### config.mk
export PLATFORM = sky130hd
export DESIGN_NAME = score_keeper
export DESIGN_NICKNAME = d
export VERILOG_FILES = /design/src/rtl/score_pkg.sv /design/src/rtl/sat_counter.sv /design/src/rtl/score_keeper.sv
export SDC_FILE = /design/constraint.sdc
export NUM_CORES = 1
export LEC_CHECK = 0
export BUFFER_PORTS_ARGS = -buffer_cell sky130_fd_sc_hd__buf_2
export CELL_PAD_IN_SITES_DETAIL_PLACEMENT = 2
export CELL_PAD_IN_SITES_GLOBAL_PLACEMENT = 2
export CORE_MARGIN = 2
export CORE_UTILIZATION = 30
export DETAILED_ROUTE_END_ITERATION = 8
export PLACE_DENSITY_LB_ADDON = 0.15
export RECOVER_POWER = 50
export SLEW_MARGIN = 20
export SYNTH_ARGS = -nofsm -noshare
export SYNTH_HDL_FRONTEND = slang
export SYNTH_HIERARCHICAL = 1
export SYNTH_SLANG_ARGS = --single-unit
### constraint.sdc
create_clock -name clk -period 2.1 [get_ports clk]
set_input_delay 0.105 -clock clk [delete_from_list [all_inputs] [get_ports clk]]
set_output_delay 0.105 -clock clk [all_outputs]
set_load 0.02 [all_outputs]
### src/rtl/score_pkg.sv
// score_pkg: verdict encodings, FSM states and winner codes shared by the score keeper.
package score_pkg;
   localparam logic [1:0] V_P1  = 2'b10;
   localparam logic [1:0] V_P2  = 2'b01;
   localparam logic [1:0] V_TIE = 2'b00;
   localparam logic [1:0] V_BAD = 2'b11;
   localparam logic [1:0] W_NONE = 2'b00;
   localparam logic [1:0] W_P2   = 2'b01;
   localparam logic [1:0] W_P1   = 2'b10;
   localparam logic [1:0] W_BOTH = 2'b11;
   typedef enum logic {PLAY = 1'b0, OVER = 1'b1} state_t;
endpackage

### src/rtl/sat_counter.sv
// sat_counter: W-bit up counter with synchronous clear; saturates at all-ones when SAT, else wraps.
module sat_counter #(
   parameter int W   = 4,
   parameter int SAT = 1
) (
   input  logic         clk,
   input  logic         reset,
   input  logic         inc,
   input  logic         clr,
   output logic [W-1:0] q
);
   logic [W-1:0] q_q, q_d;
   always_comb begin
      q_d = clr ? '0 : (inc && !(SAT != 0 && &q_q)) ? q_q + W'(1) : q_q;
   end
   always_ff @(posedge clk or posedge reset) begin
      if (reset) q_q <= '0;
      else       q_q <= q_d;
   end
   assign q = q_q;
endmodule

### src/rtl/score_keeper.sv
// score_keeper: registered two-player score keeper with tie snapshot, round count and match-end FSM.
module score_keeper
   import score_pkg::*;
#(
   parameter int CNT_W  = 4,
   parameter int TARGET = 9,
   parameter int SAT    = 1,
   parameter int EDGE   = 1
) (
   input  logic             clk,
   input  logic             reset,
   input  logic [1:0]       comp_out,
   input  logic             comp_valid,
   input  logic             clear,
   output logic [CNT_W-1:0] cnt1,
   output logic [CNT_W-1:0] cnt2,
   output logic [CNT_W-1:0] cnt,
   output logic [CNT_W-1:0] rounds,
   output logic [1:0]       winner,
   output logic             match_over,
   output logic             err
);
   if (TARGET > (1 << CNT_W) - 1) begin : g_bad_target
      $error("score_keeper: TARGET does not fit in CNT_W bits");
   end
   localparam logic [CNT_W-1:0] TGT = CNT_W'(TARGET);
   state_t           state_q, state_d;
   logic             valid_q, valid_d;
   logic [1:0]       winner_q, winner_d;
   logic [CNT_W-1:0] cnt_q, cnt_d;
   logic             err_q, err_d;
   logic             ev, acc, good, inc1, inc2, hit1, hit2;
   logic [CNT_W-1:0] cnt1_n, cnt2_n;
   // Post-update score, used only to decide match end in the same edge as the increment.
   function automatic logic [CNT_W-1:0] bump(input logic [CNT_W-1:0] v, input logic en);
      return (!en || (SAT != 0 && &v)) ? v : v + CNT_W'(1);
   endfunction
   always_comb begin
      valid_d  = comp_valid;
      ev       = (EDGE != 0) ? comp_valid & ~valid_q : comp_valid;
      acc      = ev & (state_q == PLAY) & ~clear;
      good     = acc & (comp_out != V_BAD);
      inc1     = good & (comp_out == V_P1 || comp_out == V_TIE);
      inc2     = good & (comp_out == V_P2 || comp_out == V_TIE);
      cnt1_n   = bump(cnt1, inc1);
      cnt2_n   = bump(cnt2, inc2);
      hit1     = (TARGET != 0) && good && (cnt1_n == TGT);
      hit2     = (TARGET != 0) && good && (cnt2_n == TGT);
      state_d  = clear ? PLAY : (hit1 || hit2) ? OVER : state_q;
      winner_d = clear ? W_NONE : (hit1 || hit2) ? {hit1, hit2} : winner_q;
      cnt_d    = clear ? '0 : (good && comp_out == V_TIE) ? cnt1 : cnt_q;
      err_d    = acc & (comp_out == V_BAD);
   end
   always_ff @(posedge clk or posedge reset) begin
      if (reset) begin
         state_q  <= PLAY;
         valid_q  <= 1'b1;
         winner_q <= W_NONE;
         cnt_q    <= '0;
         err_q    <= 1'b0;
      end else begin
         state_q  <= state_d;
         valid_q  <= valid_d;
         winner_q <= winner_d;
         cnt_q    <= cnt_d;
         err_q    <= err_d;
      end
   end
   sat_counter #(.W(CNT_W), .SAT(SAT)) u_cnt1 (
      .clk(clk), .reset(reset), .inc(inc1), .clr(clear), .q(cnt1)
   );
   sat_counter #(.W(CNT_W), .SAT(SAT)) u_cnt2 (
      .clk(clk), .reset(reset), .inc(inc2), .clr(clear), .q(cnt2)
   );
   sat_counter #(.W(CNT_W), .SAT(SAT)) u_rounds (
      .clk(clk), .reset(reset), .inc(good), .clr(clear), .q(rounds)
   );
   assign cnt        = cnt_q;
   assign winner     = winner_q;
   assign match_over = (state_q == OVER);
   assign err        = err_q;
endmodule

==> run_results.csv, run 1 <==
group,metric,value,unit
worst_setup_path,setup.worst_path.end_class,"flop",
cts,h-tree-depth,1,
synth,synth_cells,139,
power_and_ir_drop,p_per_area,468,nW/um2
detailed_routing,drc,0,
detailed_routing,ant_nets,0,
die,die_h,70.9,um
cts,cts_root_buf,"clkbuf_8",
detailed_routing,dr_total_vias,1220,
cts,cts_buffer_depth,2,
sta,fin_ws,0.0991,ns
synth,ys_ff_latch,21,
synth,yosys_most_used_dff,"dfrtp_1",
finish,n_fill_cell,511,
worst_setup_path,crit_fanout,8,
detailed_routing,drt-total-wl,3.96,mm
cts,postCtsSetupRepairBufs,0,
global_routing,overflow,0,
synth,synth_cell_type_count,39,
detailed_routing,first_pass_iters,4,
place,port_buffers,25,
synth,netlist.area_leader.share,37.2,%
synth,netlist_area,1340,um2
min_path,hold_path_class,"input port to flop",
run,cap_violations,0,
place,gp_congestion,0.725,
synth,synthTopCellsByArea,"dfrtp_1, a21oi_1, ha_1",
sta,slew_headroom,74.5,%
synth,synth.largest_area_cell,"dfrtp_1",
sta,worst_slew_pin_slew,0.382,ns
synth,synth_edf_count,0,
synth,ys_async_sr_fraction,100,%
sta,clock.fmax,500,MHz
place,dp_hpwl,3.02,mm
sta,post-route-min-period,2.00,ns
sta,setup_violations,0,
detailed_routing,routedWlPerCell,17.3,um
die,row_count,24,
synth,yosysSeqAreaShare,39.2,%
detailed_routing,viasPerCell,5.35,
outcome,status,"finished clean",
cts,cts_tree,"yes",
die,fp.coreArea,4320,um2
worst_setup_path,worstPathRequired,2.29,ns
global_routing,grt_pass1_wl,6.53,mm
min_path,hold_end,"err",
die,pin_count,26,
min_path,min_from,"comp_out[1]",
worst_setup_path,start_kind,"input port",
power_and_ir_drop,leakagePower,0.733,nW
sta,fin_crit_sh,95.3,%
worst_setup_path,cp.arrival,2.20,ns
global_routing,grt_max_degree,25,
sta,fin_skew,0.00233,ns
die,start_util,31.1,%
synth,syn_area_per_cell,9.67,um2
global_routing,grt.total_usage,16.4,%
place,numPlacedInstances,222,
worst_setup_path,rr_endpoint,"match_over",
die,die-width,70.9,um
worst_setup_path,reg2reg_depth,5,
detailed_routing,drt-initial-drc-count,41,
finish,drive_above_1_share,27.3,%
synth,yosysMostFrequentCell,"dfrtp_1",
worst_setup_path,rrSetupSlack,0.13,ns
synth,synthTopCellsByCount,"dfrtp_1, a21oi_1, nor2_1",
place,dp_slack,0.00815,ns
sta,finalHoldViolations,0,
cts,cts_buffers,3,
worst_setup_path,crit_type,"input port to flop",
power_and_ir_drop,vdd_drop_max,0.329,mV
finish,fin_cells,228,
sta,grt_setup_unrepaired,"false",
finish,area_growth_syn_to_layout,22.8,%
cts,clkSinkCount,21,
min_path,min_path_cells,3,
cts,clkTransAtPathRegs,0.08,ns
place,dpl_cell_area,1580,um2
finish,fin_area,1650,um2
global_routing,grt_pass1_vias,1327,
worst_setup_path,r2r-start,"match_over",
cts,clk_latency,0.26,ns
global_routing,antenna_found_initial,0,
sta,setup-tns-final,0,ns
sta,slew_violations,0,
synth,syn-num-nets,150,
finish,n_antenna_cell,0,
finish,nNetsFinal,188,
synth,yosysWarnings,6,
die,dieArea,5030,um2
layout make-up:
cell class	instances	area (um2)	area share [%]
multi-input combinational	109	790	47.8
sequential	21	527	31.9
timing repair buffer	36	201	12.2
tap	52	65.1	3.94
clock buffer	4	45.0	2.73
inverter	6	22.5	1.36
registers in the layout (all words and copies together), names as in the netlist:
name,flops
u_cnt1/q,4
winner,2
u_rounds/q,4
match_over,1
cnt,4
u_cnt2/q,4
err,1
valid_q,1
cell families after synthesis:
logic type / share of synthesized area [%]
AO/OA/AOI/OAI: 16.1
adder cells (fa/ha/maj): 4.66
buffers and inverters: 3.16
flip-flops: 39.2
multiplexers: 5.59
AND/OR/NAND/NOR: 31.3
worst max-delay path, cell delays in order:
cell	delay, ns
dlygate4sd3_1	0.52
buf_2	0.12
or4b_4	0.53
or4b_4	0.52
a211oi_4	0.24
nor3_1	0.08
nor2_1	0.08
power breakdown:
| group | internal (mW) | leakage [nW] | switching (mW) |
|---|---|---|---|
| Combinational | 0.0340 | 0.422 | 0.0532 |
| Clock | 0.135 | 0.0228 | 0.137 |
| Sequential | 0.409 | 0.289 | 0.00363 |
| Total | 0.578 | 0.733 | 0.194 |
worst max-delay path by stage:
stage | end | from | cells after the start
2_1_floorplan | match_over | match_over | 6
6_report | match_over | comp_valid | 7
5_1_grt | match_over | comp_valid | 7
4_1_cts | match_over | comp_valid | 7
3_5_place_dp | match_over | match_over | 5
3_3_place_gp | match_over | match_over | 5
layout by cell type, fill, tap and decap left out, drive strengths merged, types with 4 or more instances in the layout:
cell,count
a21oi,16
and4b,4
buf,25
clkbuf,13
dfrtp,20
ha,5
inv,6
nand2,7
nand2b,7
nor2,12
nor2b,7
nor3,4
o21ai,11
through the flow:
stage | hold slack (ns) | total power [mW] | utilization (%)
3_3_place_gp | 0.0329 | 0.502 | 36.6
3_5_place_dp | 0.0386 | 0.504 | 36.6
2_1_floorplan | -0.129 | 0.470 | -
6_report | 0.198 | 0.772 | 38.2
5_1_grt | 0.235 | 0.825 | 38.2
4_1_cts | 0.183 | 0.789 | 38.2
per-layer routing:
layer | GRT usage, % | wire length (um)
met4 | 3.14 | 11
met2 | 28.8 | 2100
met1 | 21.4 | 1740
met3 | 2.71 | 99
met5 | 0 | 0
timing repair:
item,in CTS,in global routing
resized for setup,1,2
hold buffers,2,0
endpoints found under the hold margin,21,0
setup endpoints to repair,1,2
Power figures use the tool's default switching activity.
==> run 2, diff against run 1 <==
--- a/config.mk
+++ b/config.mk
@@ -8,6 +8,7 @@
 export BUFFER_PORTS_ARGS = -buffer_cell sky130_fd_sc_hd__buf_2
 export CELL_PAD_IN_SITES_DETAIL_PLACEMENT = 2
 export CELL_PAD_IN_SITES_GLOBAL_PLACEMENT = 2
+export CORE_ASPECT_RATIO = 0.5
 export CORE_MARGIN = 2
 export CORE_UTILIZATION = 30
 export DETAILED_ROUTE_END_ITERATION = 8
==> run_results.csv, run 2 (synthesized netlist as in run 1, its figures left out) <==
group,metric,value,unit
outcome,status,"finished clean",
cts,cts_tree,"yes",
die,die_h,51.3,um
detailed_routing,dr_total_vias,1190,
place,port_buffers,25,
finish,n_fill_cell,519,
finish,nNetsFinal,190,
die,pin_count,26,
finish,drive_above_1_share,27.0,%
worst_setup_path,crit_type,"flop to flop",
detailed_routing,routedWlPerCell,16.1,um
global_routing,grt_busiest_layer,"met2",
sta,fin_ws,0.135,ns
power_and_ir_drop,pwr-share-seq,53.6,%
die,die-width,98.7,um
run,cap_violations,0,
power_and_ir_drop,combPwrFrac,11.6,%
sta,setup_violations,0,
worst_setup_path,worstPathRequired,2.25,ns
global_routing,grt_max_degree,18,
global_routing,grtUsageMet1,23.4,%
global_routing,overflow,0,
finish,multi_input_comb_area,778,um2
sta,grt_setup_unrepaired,"false",
detailed_routing,drc,0,
global_routing,use_met2,24.9,%
place,dp_hpwl,2.87,mm
die,row_count,17,
worst_setup_path,crit_fanout,4,
sta,clock.fmax,509,MHz
place,dp_slack,0.0681,ns
power_and_ir_drop,leakagePower,0.738,nW
global_routing,global_route.usage.met3,4.65,%
global_routing,grt_pass1_wl,6.29,mm
cts,h-tree-depth,1,
finish,area_growth_syn_to_layout,23.5,%
power_and_ir_drop,sw_frac_of_total,24.7,%
finish,n_antenna_cell,0,
detailed_routing,ant_nets,0,
finish,final_cell_mix,"dfrtp_1, a21oi_1, buf_2, nor2_1",
sta,worst_slew_pin_slew,0.375,ns
sta,post-route-min-period,1.97,ns
cts,cts_buffers,3,
sta,finalHoldViolations,0,
die,start_util,30.8,%
die,fp.coreArea,4360,um2
global_routing,antenna_found_initial,0,
place,gp_congestion,0.764,
detailed_routing,drt-initial-drc-count,20,
global_routing,grt.total_usage,16.3,%
detailed_routing,first_pass_iters,3,
power_and_ir_drop,vdd_drop_max,0.183,mV
power_and_ir_drop,power,0.770,mW
power_and_ir_drop,power_frac_clock,34.8,%
cts,cts_root_buf,"clkbuf_8",
detailed_routing,viasPerCell,5.06,
finish,fin_cells,235,
power_and_ir_drop,p_sw,0.190,mW
sta,setup-tns-final,0,ns
cts,clkSinkCount,21,
cts,cts_buffer_depth,2,
power_and_ir_drop,power.internal,0.580,mW
detailed_routing,drt-total-wl,3.80,mm
cts,clk_latency,0.26,ns
sta,fin_skew,0.00261,ns
min_path,hold_path_class,"input port to flop",
sta,slew_headroom,75.0,%
cts,clkTransAtPathRegs,0.08,ns
finish,final_common_cell,"dfrtp_1",
worst_setup_path,cp.arrival,2.12,ns
place,numPlacedInstances,228,
power_and_ir_drop,p_per_area,464,nW/um2
worst_setup_path,setup.worst_path.end_class,"flop",
die,dieArea,5060,um2
worst_setup_path,start_kind,"flop",
sta,fin_crit_sh,93.6,%
finish,regArea,527,um2
global_routing,grt_pass1_vias,1220,
sta,slew_violations,0,
-- run 2: power groups by stage --
stage	logic, mW	registers, mW	clock network, mW
finish	0.0893	0.412	0.268
global route	0.0996	0.413	0.304
CTS	0.0894	0.412	0.287
detailed placement	0.0861	0.420	0
global placement	0.0843	0.420	0
floorplan	0.0444	0.426	0
-- run 2: worst paths after layout --
| path | startpoint | endpoint | slack [ns] | depth (start not counted) |
|---|---|---|---|---|
| min in group asynchronous | reset | u_cnt2/q[1] | 0.33 | 3 |
| max in group asynchronous | reset | valid_q | 1.38 | 3 |
| worst min-delay path | comp_out[1] | err | 0.20 | 3 |
| worst max-delay path | match_over | winner[1] | 0.13 | 7 |
| worst min register to register | winner[1] | winner[1] | 0.51 | 1 |
| worst max register to register | match_over | winner[1] | 0.13 | 7 |
-- run 2: metrics by stage --
step | utilization, % | cell area, um2 | hold slack [ns]
finish | 38.0 | 1660 | 0.201
global route | 38.0 | 1660 | 0.201
CTS | 38.1 | 1660 | 0.189
detailed placement | 36.6 | 1600 | 0.0391
global placement | 36.6 | 1600 | 0.0391
floorplan | - | 1340 | -0.129
-- run 2: area by class of cell --
cell class	count	share of cell area (%)
Clock buffer	4	2.71
Inverter	6	1.36
Multi-Input combinational cell	109	46.9
Sequential cell	21	31.7
Tap cell	57	4.30
Timing Repair Buffer	38	13.0
-- run 2: timing repair --
item | CTS | global route
setup endpoints to repair | 0 | 5
hold endpoints to repair | 21 | 0
buffers inserted | 0 | 1
resized for setup | 0 | 1
hold buffers | 2 | 0
-- run 2: routing by layer --
| metal | vias to the layer above | share of wire, % |
|---|---|---|
| met1 | 585 | 52 |
| met3 | 2 | 3.6 |
| met5 | - | 0 |
| met2 | 14 | 44 |
| met4 | 0 | 0.40 |
| li1 | 589 | - |
-- run 2: critical path, cell delays in order (launching register included) --
cell and delay [ns]:
dfrtp_1 0.38, buf_4 0.15, nor4b_4 0.39, buf_4 0.19
nand3_1 0.11, a211oi_1 0.24, o22ai_1 0.13, a31o_2 0.26
